### src/rtl/rka_loader.sv
// RKA tape image loader: parses sync/header/payload/trailer from the file
// download stream, writes payload bytes to RAM at header-named addresses,
// computes the RK checksum and reports addresses and status.
module rka_loader #(
  parameter logic [15:0] RAM_TOP   = 16'hEBFF,
  parameter bit          SKIP_SYNC = 1'b1,
  parameter int unsigned MAX_GAP   = 4
) (
  input  logic        clk,
  input  logic        reset_n,
  input  logic        dl_active,
  input  logic        in_wr,
  input  logic [7:0]  in_data,
  output logic        ram_we,
  input  logic        ram_ready,
  output logic [15:0] ram_addr,
  output logic [7:0]  ram_data,
  output logic        busy,
  output logic        done,
  output logic        error,
  output logic [2:0]  err_code,
  output logic [15:0] start_addr,
  output logic [15:0] end_addr,
  output logic [15:0] cs_calc,
  output logic        cs_valid
);

  typedef enum logic [3:0] {
    S_IDLE, S_HDR0, S_HDR1, S_HDR2, S_HDR3, S_DATA, S_GAP, S_CSH, S_CSL, S_DONE, S_ERR
  } state_t;

  typedef enum logic [2:0] {
    E_NONE, E_HDR, E_OVR, E_TRUNC, E_TRAIL, E_CSUM
  } err_t;

  localparam logic [7:0] GAP_LIM = 8'(MAX_GAP);

  state_t      state;
  logic        dl_q;
  logic        first_byte;
  logic [15:0] ptr;
  logic [7:0]  gap_cnt;
  logic [7:0]  cs_file_hi;

  logic        rise, fall, byte_ok, hs, overrun, at_end, bad_hdr, cs_match;
  logic [8:0]  lo_sum;
  logic [7:0]  hi_sum;
  logic [15:0] end_full;

  // Edge detection, byte qualification and checksum/header arithmetic
  always_comb begin
    rise     = dl_active & ~dl_q;
    fall     = ~dl_active & dl_q;
    byte_ok  = in_wr & dl_active;
    hs       = ram_we & ram_ready;
    overrun  = byte_ok & ram_we & ~ram_ready;
    at_end   = (ptr == end_addr);
    lo_sum   = {1'b0, cs_calc[7:0]} + {1'b0, in_data};
    hi_sum   = cs_calc[15:8] + in_data + {7'd0, lo_sum[8]};
    end_full = {end_addr[15:8], in_data};
    bad_hdr  = (end_full < start_addr) || (end_full > RAM_TOP);
    cs_match = ({cs_file_hi, in_data} == cs_calc);
  end

  // Parser FSM with registered outputs and RAM write handshake
  always_ff @(posedge clk or negedge reset_n) begin
    if (!reset_n) begin
      state      <= S_IDLE;
      dl_q       <= 1'b0;
      first_byte <= 1'b0;
      ptr        <= '0;
      gap_cnt    <= '0;
      cs_file_hi <= '0;
      ram_we     <= 1'b0;
      ram_addr   <= '0;
      ram_data   <= '0;
      busy       <= 1'b0;
      done       <= 1'b0;
      error      <= 1'b0;
      err_code   <= E_NONE;
      start_addr <= '0;
      end_addr   <= '0;
      cs_calc    <= '0;
      cs_valid   <= 1'b0;
    end else begin
      dl_q <= dl_active;
      // A pending write always finishes its handshake, whatever the state.
      if (hs) ram_we <= 1'b0;
      if (rise) begin
        state      <= S_HDR0;
        busy       <= 1'b1;
        done       <= 1'b0;
        error      <= 1'b0;
        err_code   <= E_NONE;
        cs_valid   <= 1'b0;
        cs_calc    <= '0;
        first_byte <= 1'b1;
        gap_cnt    <= '0;
      end else if (busy) begin
        if (overrun) begin
          state    <= S_ERR;
          busy     <= 1'b0;
          error    <= 1'b1;
          err_code <= E_OVR;
        end else if (byte_ok) begin
          case (state)
            S_HDR0: begin
              first_byte <= 1'b0;
              if (!(SKIP_SYNC && first_byte && in_data == 8'hE6)) begin
                start_addr[15:8] <= in_data;
                state            <= S_HDR1;
              end
            end
            S_HDR1: begin
              start_addr[7:0] <= in_data;
              state           <= S_HDR2;
            end
            S_HDR2: begin
              end_addr[15:8] <= in_data;
              state          <= S_HDR3;
            end
            S_HDR3: begin
              end_addr[7:0] <= in_data;
              if (bad_hdr) begin
                state    <= S_ERR;
                busy     <= 1'b0;
                error    <= 1'b1;
                err_code <= E_HDR;
              end else begin
                ptr   <= start_addr;
                state <= S_DATA;
              end
            end
            S_DATA: begin
              ram_addr <= ptr;
              ram_data <= in_data;
              ram_we   <= 1'b1;
              if (at_end) begin
                cs_calc[7:0] <= lo_sum[7:0];
                state        <= S_GAP;
              end else begin
                cs_calc <= {hi_sum, lo_sum[7:0]};
                ptr     <= ptr + 16'd1;
              end
            end
            S_GAP: begin
              if (in_data == 8'h00 && gap_cnt != GAP_LIM) begin
                gap_cnt <= gap_cnt + 8'd1;
              end else if (in_data == 8'hE6) begin
                state <= S_CSH;
              end else begin
                state    <= S_ERR;
                busy     <= 1'b0;
                error    <= 1'b1;
                err_code <= E_TRAIL;
              end
            end
            S_CSH: begin
              cs_file_hi <= in_data;
              state      <= S_CSL;
            end
            S_CSL: begin
              cs_valid <= 1'b1;
              busy     <= 1'b0;
              if (cs_match) begin
                state <= S_DONE;
                done  <= 1'b1;
              end else begin
                state    <= S_ERR;
                error    <= 1'b1;
                err_code <= E_CSUM;
              end
            end
            default: ;
          endcase
        end else if (fall) begin
          // Missing trailer is tolerated; a short header or payload is not.
          busy <= 1'b0;
          case (state)
            S_GAP, S_CSH, S_CSL: begin
              state <= S_DONE;
              done  <= 1'b1;
            end
            default: begin
              state    <= S_ERR;
              error    <= 1'b1;
              err_code <= E_TRUNC;
            end
          endcase
        end
      end
    end
  end

endmodule
### config.mk
export PLATFORM = sky130hd
export DESIGN_NAME = rka_loader
export DESIGN_NICKNAME = d
export VERILOG_FILES = /design/src/rtl/rka_loader.sv
export SDC_FILE = /design/constraint.sdc
export NUM_CORES = 1
export LEC_CHECK = 0
export BUFFER_PORTS_ARGS = -buffer_cell sky130_fd_sc_hd__buf_2
export CORE_UTILIZATION = 40
export DETAILED_ROUTE_END_ITERATION = 16
export GPL_ROUTABILITY_DRIVEN = 0
export MAX_ROUTING_LAYER = met4
export SLEW_MARGIN = 20
export SYNTH_ARGS = -nofsm -noshare
export SYNTH_HDL_FRONTEND = slang
export SYNTH_SLANG_ARGS = --single-unit
### constraint.sdc
create_clock -name clk -period 9.45 [get_ports clk]
set_input_delay 0 -clock clk [delete_from_list [all_inputs] [get_ports clk]]
set_output_delay 0 -clock clk [all_outputs]
set_load 0.01 [all_outputs]
==> metrics.yaml, run 1 <==
outcome: "finished clean"
min_path_type: "in -> reg"
synth_edf_count: 0
wl_per_cell_um: 18.2
fin_area_um2: 7920
synth_top_area_share: 0.450
top_layer_used: "met4"
grt.total_usage: 0.231
wl_met3_um: 1010
rsz0062_at_grt: "no"
maxSlewHeadroom: 0.399
path_max_fanout: 11
overflow: 0
syn_area_um2: 6560
cts_root_buf: "clkbuf_16"
tightest_slew_ns: 0.891
firstDrtPassIters: 5
crit_top_cell: "a21o_1"
io_buffers: 92
wl_met2_um: 8100
hold_viol_final: 0
yosysTopAreaCell: "dfrtp_1"
reg2reg_from: "cs_calc[0]"
fp.dieH_um: 130
end_kind: "flop"
syn2layout_area_growth_pct: 20.6
skew_ns: 0.00618
fin_crit_sh: 0.373
rr_endpoint: "cs_calc[14]"
initial_core_util: 0.412
routed_wl_um: 17600
cts-resized-gates: 0
critical-path-max-stage-delay_ns: 0.52
drv_cap: 0
drt-initial-drc-count: 350
ys_top_cells_by_area: "dfrtp_1 45%, mux2_2 8.4%, ha_1 6.5%"
num_rows: 46
cts_buffer_depth: 2
cts_setup_buffers: 0
yosysUniqueCellTypes: 61
die_width_um: 130
p_total_uw: 1850
powerDensity_nw_per_um2: 233
htreeDepth: 4
drv_slew: 0
viasPerCell: 5.56
synthFlopType: "dfrtp_1"
min_period_ns: 3.53
grt_pass1_wl_um: 28400
vdd_drop_max_mv: 0.171
dieArea_um2: 16900
critPathKind: "in -> reg"
nNetsFinal: 786
antenna_found_initial: 0
syn_nets: 686
crit_slowest_cell: "dlygate4sd3_1"
power.leakage_uw: 0.00390
critPathArrivalTime_ns: 3.86
clock_latency_ns: 0.42
ioPinCount: 93
async_flop_share: 1.00
layout_commonest_cell: "dfrtp_1"
vias: 5366
cp-start-kind: "primary input"
postSynthCellCount: 636
layout_common_cells: "118 x dfrtp_1, 91 x buf_2, 59 x nand2_1"
hp-start: "in_data[6]"
yosysWarningCount: 0
ant_nets: 0
setup_tns_ns: 0
post-dp-hpwl_um: 12500
crit_chain: "dlygate4sd3_1 -> buf_2 -> inv_1 -> fa_1 -> nor2b_1 -> o21ai_0 -> nand2b_1 -> a21o_1 -> a21o_1 -> a21o_1 -> a21oi_1 -> fa_1 -> fa_1 -> nor2b_1 -> o21ai_0 -> nand2b_1 -> a21o_1 -> a21oi_1 -> xor2_1 -> o21ai_0"
cts_sinks: 118
wl_met1_um: 8090
drive_gt1_frac: 0.256
detail_route.drc_violations: 0
grt_pass1_vias: 5319
nFillCells: 1497
n_antenna_cell: 0
fmax_mhz: 284
critPathRequiredTime_ns: 9.79
core_um2: 15900
synth_seq_cells: 118
rr_worst_depth: 19
cts_buffers: 17
avgSynthCellArea_um2: 10.3
hold_depth: 3
clk_pin_slew_ns: 0.06
hold_path_end: "start_addr[6]"
synth_seq_area_share: 0.450
grt_max_degree: 70
dpl_cell_area_um2: 7200
cts_tree: "done"
rrSetupSlack_ns: 5.94
setup_viol: 0
-- how the worst max path moves through the flow --
stage	start	end	cells after the start
6_report	in_data[1]	cs_calc[14]	20
3_5_place_dp	cs_calc[0]	cs_calc[14]	19
2_1_floorplan	cs_calc[0]	cs_calc[14]	19
3_3_place_gp	cs_calc[0]	cs_calc[14]	19
5_1_grt	in_data[1]	cs_calc[14]	20
4_1_cts	cs_calc[0]	cs_calc[14]	19
-- state kept, by name (all words and copies together), names as in the netlist, 3 cells and up --
register	cells
cs_calc	16
end_addr	16
ptr	16
ram_addr	16
start_addr	16
cs_file_hi	8
gap_cnt	8
ram_data	8
state	4
err_code	3
-- layer usage --
layer / global-route usage / up-vias
li1: - / 2502
met1: 0.304 / 2639
met2: 0.348 / 200
met3: 0.0513 / 25
met4: 0.0834 / 0
met5: - / -
-- worst max-delay path, delay by kind of cell --
family                   cells  cell delay [ns]
adder cells (fa/ha/maj)      3             1.31
AO/OA/AOI/OAI                9             0.97
buffers and inverters        3             0.96
AND/OR/NAND/NOR              4             0.48
XOR/XNOR                     1             0.14
-- power by group --
group | switching, uW | internal [uW]
registers | 125 | 585
clock network | 237 | 426
logic | 262 | 211
total | 624 | 1220
-- timing repair --
| item | CTS | global route |
|---|---|---|
| setup endpoints to repair | 0 | 0 |
| endpoints found under the hold margin | 62 | 0 |
| hold buffers | 10 | 0 |
-- logic make-up (layout without fill, tap and decap cells) --
logic type	count (synthesis)	count (layout)	synth area share
AO/OA/AOI/OAI	155	155	0.151
adder cells (fa/ha/maj)	37	37	0.0740
multiplexers	55	55	0.0944
AND/OR/NAND/NOR	168	168	0.134
flip-flops	118	118	0.450
XOR/XNOR	43	43	0.0574
buffers and inverters	60	173	0.0395
-- Yosys cell counts, drive strengths merged (2+ instances only) --
cell type  number
dfrtp         118
nand2          59
mux2           55
a21oi          50
o21ai          42
inv            36
ha             34
nor2           28
xor2           27
xnor2          16
nand3          15
buf            14
nand4          12
nor3           11
o22ai          11
clkbuf         10
nand2b          7
nor2b           7
nor4            7
a21o            6
a22o            6
and3            6
a22oi           4
o21a            4
o31ai           4
o41ai           4
or3             4
a2bb2oi         3
a31oi           3
and2            3
fa              3
nor4b           3
a311oi          2
a32o            2
a41oi           2
o2bb2ai         2
o31a            2
or2             2
-- cell type report --
| cell class | instances | area (um^2) | area share |
|---|---|---|---|
| multi-input combinational | 458 | 3370 | 0.425 |
| sequential | 118 | 2950 | 0.373 |
| timing repair buffer | 105 | 586 | 0.0739 |
| clock buffer | 19 | 453 | 0.0572 |
| tap | 216 | 270 | 0.0341 |
| clock inverter | 13 | 155 | 0.0196 |
| inverter | 36 | 135 | 0.0171 |
-- per-stage QoR --
step                std cells   util  hold WS (ns)  setup WS, ns
global placement          923  0.452        0.0756          6.12
CTS                       965  0.496        0.0247          5.95
detailed placement        923  0.452        0.0822          5.94
finish                    965  0.497        0.0358          5.92
floorplan                 636      -        -0.296          6.19
global route              965  0.497        0.0346          5.58
No activity file was read; power rests on OpenSTA's default activity.
==> run 2, diff against run 1 <==
- ABC_AREA: unset -> 1
- clock period: 9.45 -> 2.9 ns (I/O delays scaled with it)
==> run 2 against run 1 <==
The run now ends with setup timing left. Final cell count is 29% higher. Synthesized cell count grew 40%. Die area is 3.5% higher. Global-route usage is 0.12 points lower. Sequential share of layout area shrank 2.1 points. First-iteration DRC count is 21% higher. Hold slack gained 0.034 ns. Critical endpoint unchanged.
==> metrics.yaml, run 2 <==
end_kind: "flop"
grtUsageMet3: 0.0411  # -0.0101
cts_sinks: 118  # unchanged
core_um2: 16600  # +4.0%
viasPerCell: 4.97  # -11%
cts_buffer_depth: 2  # unchanged
grt_max_degree: 55  # -21%
syn_area_um2: 6800  # +3.6%
setup_ws_ns: -0.219  # -6.14 ns
rsz0062_at_grt: "yes"
drv_cap: 0  # unchanged
path_max_fanout: 2  # -9
fmax_mhz: 321
synth_edf_count: 0  # unchanged
ant_nets: 0  # unchanged
critPathRequiredTime_ns: 3.19  # -6.60 ns
met1_usage: 0.309  # +0.00499
antenna_found_initial: 0  # unchanged
synthFlopType: "dfrtp_1"
clk_pin_slew_ns: 0.06  # about the same
post-dp-hpwl_um: 13500  # +8.3%
layout_common_cells: "269 x nand2_1, 118 x dfrtp_1, 113 x inv_1"
synth_seq_area_share: 0.434  # -0.0156
fin_crit_sh: 1.08
drv_slew: 0  # unchanged
dp_cells: 1206  # +31%
nNetsFinal: 1062  # +35%
htreeDepth: 4  # unchanged
hold_viol_final: 0  # unchanged
n_antenna_cell: 0  # unchanged
io_buffers: 92  # unchanged
routed_wl_um: 18400  # +4.7%
crit_chain: "ha_2 -> inv_2 -> fa_2 -> nor2_4 -> o21ai_2 -> nand2_1 -> nand2_1 -> nand2_1 -> a21oi_2 -> or2_4 -> nand2_2 -> a21oi_2 -> fa_2 -> fa_2 -> o21ai_2 -> nand2_1 -> nand2_1 -> a21oi_2 -> xor2_1 -> o22ai_1"
async_flop_share: 1.00  # unchanged
busiest_layer: "met2"
fin_area_um2: 8390  # +5.9%
ys_top_cells_by_area: "dfrtp_1 43%, nand2_1 15%, o21ai_0 7.5%"
critPathKind: "reg -> reg"
dpl_cell_area_um2: 7650  # +6.2%
cts_tree: "done"
critPathArrivalTime_ns: 3.41  # -0.45 ns
crit_slowest_cell: "fa_2"
yosysWarningCount: 0  # unchanged
hp-start: "in_data[6]"
ioPinCount: 93  # unchanged
reg2reg_from: "cs_calc[0]"
layout_commonest_cell: "nand2_1"
num_rows: 47  # +2.2%
overflow: 0  # unchanged
cts_buffers: 17  # unchanged
maxSlewHeadroom: 0.463  # +0.0646
crit_top_cell: "nand2_1"
synth.most_common_cell: "nand2_1"
syn2layout_area_growth_pct: 23.3
vias: 6185  # +15%
cp-start-kind: "flop"
final_util: 0.506  # +0.00895
outcome: "complete, but fails checks"
yosysTopAreaCell: "dfrtp_1"
drive_gt1_frac: 0.189  # -0.0671
detail_route.drc_violations: 0  # unchanged
cts_root_buf: "clkbuf_16"
grt_pass1_wl_um: 30400  # +7.1%
grt_pass1_vias: 5845  # +9.9%
min_path_type: "in -> reg"
clock_latency_ns: 0.43  # about the same
min_period_ns: 3.12
critical-path-max-stage-delay_ns: 0.36  # -0.16 ns
die_width_um: 132  # +1.7%
use_met2: 0.353  # +0.00501
skew_ns: 0.00871  # +0.00253 ns
vdd_drop_max_mv: 0.471  # +180%
synth.top_cells.by_count: "270 x nand2_1, 118 x dfrtp_1, 114 x inv_1, 102 x o21ai_0, 58 x nor2_1"
drt-initial-drc-count: 424  # +21%
synth_top_area_share: 0.434  # -0.0156
power.leakage_uw: 0.00434  # +11%
syn_nets: 940  # +37%
initial_core_util: 0.410  # -0.00172
layoutNonFillerInstCount: 1245  # +29%
wl_per_cell_um: 14.8  # -19%
powerDensity_nw_per_um2: 731  # +210%
setup_viol: 5  # +5
grt.total_usage: 0.229  # -0.00120
violations: "setup timing"
tightest_slew_ns: 0.805  # -0.0851 ns
yosysUniqueCellTypes: 43  # -30%
firstDrtPassIters: 5  # unchanged
crit_start: "cs_calc[0]"
fp.dieH_um: 132  # +1.7%
nFillCells: 1660  # +11%
setup_tns_ns: -0.714  # -0.714 ns
synth_seq_cells: 118  # unchanged
avgSynthCellArea_um2: 7.64  # -26%
postSynthCellCount: 890  # +40%
dieArea_um2: 17500  # +3.5%
[run 2: area by class of cell]
type	count	area (um^2)	area share
Multi-Input combinational cell	631	3350	0.400
Sequential cell	118	2950	0.352
Timing Repair Buffer	123	713	0.0850
Inverter	121	454	0.0542
Clock buffer	18	439	0.0524
Tap cell	220	275	0.0328
Clock inverter	14	196	0.0234
[run 2: final timing paths]
| check | endpoint | slack (ns) | cells after the start |
|---|---|---|---|
| max reg2reg | cs_calc[14] | -0.22 | 20 |
| max | cs_calc[14] | -0.22 | 20 |
| min | ram_data[6] | 0.07 | 4 |
| min in group asynchronous | ram_addr[0] | 0.19 | 2 |
| min reg2reg | error | 0.46 | 2 |
| max in group asynchronous | cs_valid | 1.81 | 3 |
[run 2: per-stage QoR]
step / setup WS (ns) / total power (uW) / hold WS (ns)
after global routing: -0.405 / 6520 / 0.0736
after global placement: -0.274 / 3830 / 0.116
after floorplan: -0.248 / 3230 / -0.296
final: -0.219 / 6130 / 0.0701
after CTS: -0.228 / 6180 / 0.0563
after detailed placement: -0.293 / 3850 / 0.121
[run 2: repair_timing]
| action | CTS | global route |
|---|---|---|
| setup buffers | 2 | 2 |
| resized for setup | 3 | 9 |
| hold buffers | 4 | 0 |
| hold endpoints to repair | 54 | 0 |
| pin swaps | 14 | 5 |
| endpoints found under the setup margin | 6 | 7 |
[run 2: power breakdown]
part / internal (uW) / switching (uW) / total [uW]
Sequential: 1900 / 297 / 2190
Clock: 1470 / 821 / 2290
Combinational: 651 / 1000 / 1650
[run 2: logic make-up (layout without fill, tap and decap cells)]
kind of cell,count (synthesis),count (layout),synth area share
compound gates,174,174,0.140
flops,118,118,0.434
buf+inv,141,276,0.0806
fa+ha+maj,37,37,0.0714
xor+xnor,19,19,0.0245
simple gates,401,401,0.249
[run 2: critical path: cells and delay by family, from the launching register on]
kind	cells	cell delay, ns
buffers and inverters	1	0.04
DFF	1	0.35
xor gates and xnor gates	1	0.12
adders and majority gates	4	1.27
AOI/OAI and AO/OA	6	0.46
and+or+nand+nor	8	0.74
[run 2: layer usage]
metal,share of wire,vias to the layer above
li1,-,3138
met3,0.036,14
met2,0.47,123
met1,0.49,2910
met5,0,-
met4,0.0099,0
==> run 3, diff against run 2 <==
- ABC_AREA: 1 -> unset
==> run 3 against run 2 <==
The run still ends with setup timing left. Worst setup slack worse by 0.15 ns. Global-route usage rose by 0.84 points. Final cell count fell by 19%. Final area down 0.12%. Die area decreased by 3.4%. Highest routed layer unchanged. Power rose by 0.16%. Combinational power about the same.
==> metrics.yaml, run 3 (same netlist as run 1, synthesis figures left out) <==
outcome: "complete, but fails checks"
violations: "setup timing"
dp_cells: 961  # -20%
grt_max_degree: 52  # -5.5%
grt.total_usage: 0.238  # +0.00843
antenna_found_initial: 0  # unchanged
maxSlewHeadroom: 0.613  # +0.150
ioPinCount: 93  # unchanged
fin_crit_sh: 1.13  # +0.0516
tightest_slew_ns: 0.581  # -0.225 ns
detail_route.drc_violations: 0  # unchanged
skew_ns: 0.00805  # -0.000661 ns
layout_commonest_cell: "dfrtp_1"
drv_slew: 0  # unchanged
cts_root_buf: "clkbuf_16"
initial_core_util: 0.412  # +0.00172
vias: 5557  # -10%
min_path_type: "in -> reg"
rsz0062_at_grt: "yes"
firstDrtPassIters: 5  # unchanged
layoutNonFillerInstCount: 1014  # -19%
core_um2: 15900  # -3.9%
fp.dieH_um: 130  # -1.7%
layout_common_cells: "118 x dfrtp_1, 91 x buf_2, 59 x nand2_1"
critPathArrivalTime_ns: 3.57  # +0.16 ns
vdd_drop_max_mv: 0.519  # +10%
setup_viol: 6  # +1
drv_cap: 0  # unchanged
viasPerCell: 5.48  # +10%
setup_ws_ns: -0.369  # -0.150 ns
nNetsFinal: 835  # -21%
critPathKind: "reg -> reg"
hold_viol_final: 0  # unchanged
final_util: 0.525  # +0.0197
overflow: 0  # unchanged
cp-start-kind: "flop"
ant_nets: 0  # unchanged
end_kind: "flop"
routed_wl_um: 18300  # -0.52%
post-dp-hpwl_um: 13100  # -3.6%
wl_per_cell_um: 18.0  # +22%
htreeDepth: 4  # unchanged
grt_pass1_vias: 5503  # -5.9%
cts_sinks: 118  # unchanged
die_width_um: 130  # -1.7%
powerDensity_nw_per_um2: 734  # +0.28%
fmax_mhz: 306  # -4.6%
dieArea_um2: 16900  # -3.4%
grt_pass1_wl_um: 29000  # -4.5%
critPathRequiredTime_ns: 3.21  # +0.02 ns
num_rows: 46  # -2.1%
clk_pin_slew_ns: 0.06  # about the same
p_total_uw: 6140  # +0.16%
path_max_fanout: 2  # unchanged
min_period_ns: 3.27  # +0.150 ns
drive_gt1_frac: 0.322  # +0.133
power.leakage_uw: 0.00416  # -4.0%
cts_tree: "done"
drt-initial-drc-count: 423  # -0.24%
syn2layout_area_growth_pct: 27.6
cts_buffers: 17  # unchanged
clock_latency_ns: 0.42  # about the same
cts_buffer_depth: 2  # unchanged
io_buffers: 92  # unchanged
## run 3: cell count changes in the layout (fill, tap and decap cells not counted), sizes merged, moves of 6 or more
cell and delta:
nand2 -212, inv -89, o21ai -76, mux2 +55, nor2 -36, buf +32
a21oi +18, nand3 -17, xor2 +14, xnor2 +10, nand2b +7, nor2b +7
a21o +6, nor4 +6
## run 3: report_power, final
part           leakage [uW]  switching, uW  internal (uW)
Combinational       0.00229            901            740
Clock              0.000295            777           1450
Sequential          0.00158            365           1910
## run 3: path summary, 6_finish.rpt
path                              from  cells after the start             to  slack, ns
setup / recovery            cs_calc[0]                     19    cs_calc[14]      -0.37
setup reg to reg            cs_calc[0]                     19    cs_calc[14]      -0.37
max in group asynchronous      reset_n                      3     gap_cnt[3]       2.01
min in group asynchronous      reset_n                      2         ptr[6]       0.09
hold reg to reg            err_code[0]                      1    err_code[0]       0.49
hold / removal              in_data[1]                      4  start_addr[1]       0.02
## run 3: stage by stage
stage	setup slack, ns	setup TNS, ns	hold WS (ns)	instance area, um^2
after floorplan	-0.225	-0.329	-0.296	6580
after global placement	-0.206	-0.446	0.0113	7530
after detailed placement	-0.260	-0.614	0.0123	7530
after CTS	-0.260	-0.705	0.00445	8340
after global routing	-0.497	-2.08	0.0111	8370
final	-0.369	-1.21	0.0239	8380
## run 3: per-layer routing
layer | vias to the layer above | part of all wire | GRT usage
met5 | - | 0 | -
met4 | 0 | 0.035 | 0.120
met3 | 47 | 0.056 | 0.0525
met2 | 208 | 0.46 | 0.356
met1 | 2697 | 0.45 | 0.303
li1 | 2605 | - | -
## run 3: critical path: stages, from the launching register on
cell      delay, ns
dfrtp_1        0.36
ha_2           0.20
inv_2          0.04
fa_2           0.34
nor2b_1        0.12
o21ai_1        0.07
nand2b_1       0.10
a21o_1         0.14
a21o_1         0.14
a21o_1         0.13
a21oi_2        0.06
fa_2           0.36
fa_2           0.35
nor2b_1        0.13
o21ai_1        0.07
nand2b_1       0.12
a21o_1         0.14
a21oi_2        0.06
xor2_1         0.16
o21ai_1        0.07
## run 3: area by class of cell
class | instances | area (um^2)
clock inverter | 12 | 179
inverter | 36 | 135
multi-input combinational | 458 | 3390
sequential | 118 | 2950
clock buffer | 19 | 443
fill | 1452 | 7570
antenna | 1 | 2.50
timing repair buffer | 154 | 998
tap | 216 | 270
## run 3: timing repair
| action | 4_1_cts | 5_1_grt |
|---|---|---|
| pin swaps | 6 | 6 |
| buffers inserted | 16 | 4 |
| endpoints found under the hold margin | 39 | 0 |
| hold buffers | 3 | 0 |
| setup endpoints to repair | 5 | 7 |
| gates resized for setup | 10 | 4 |
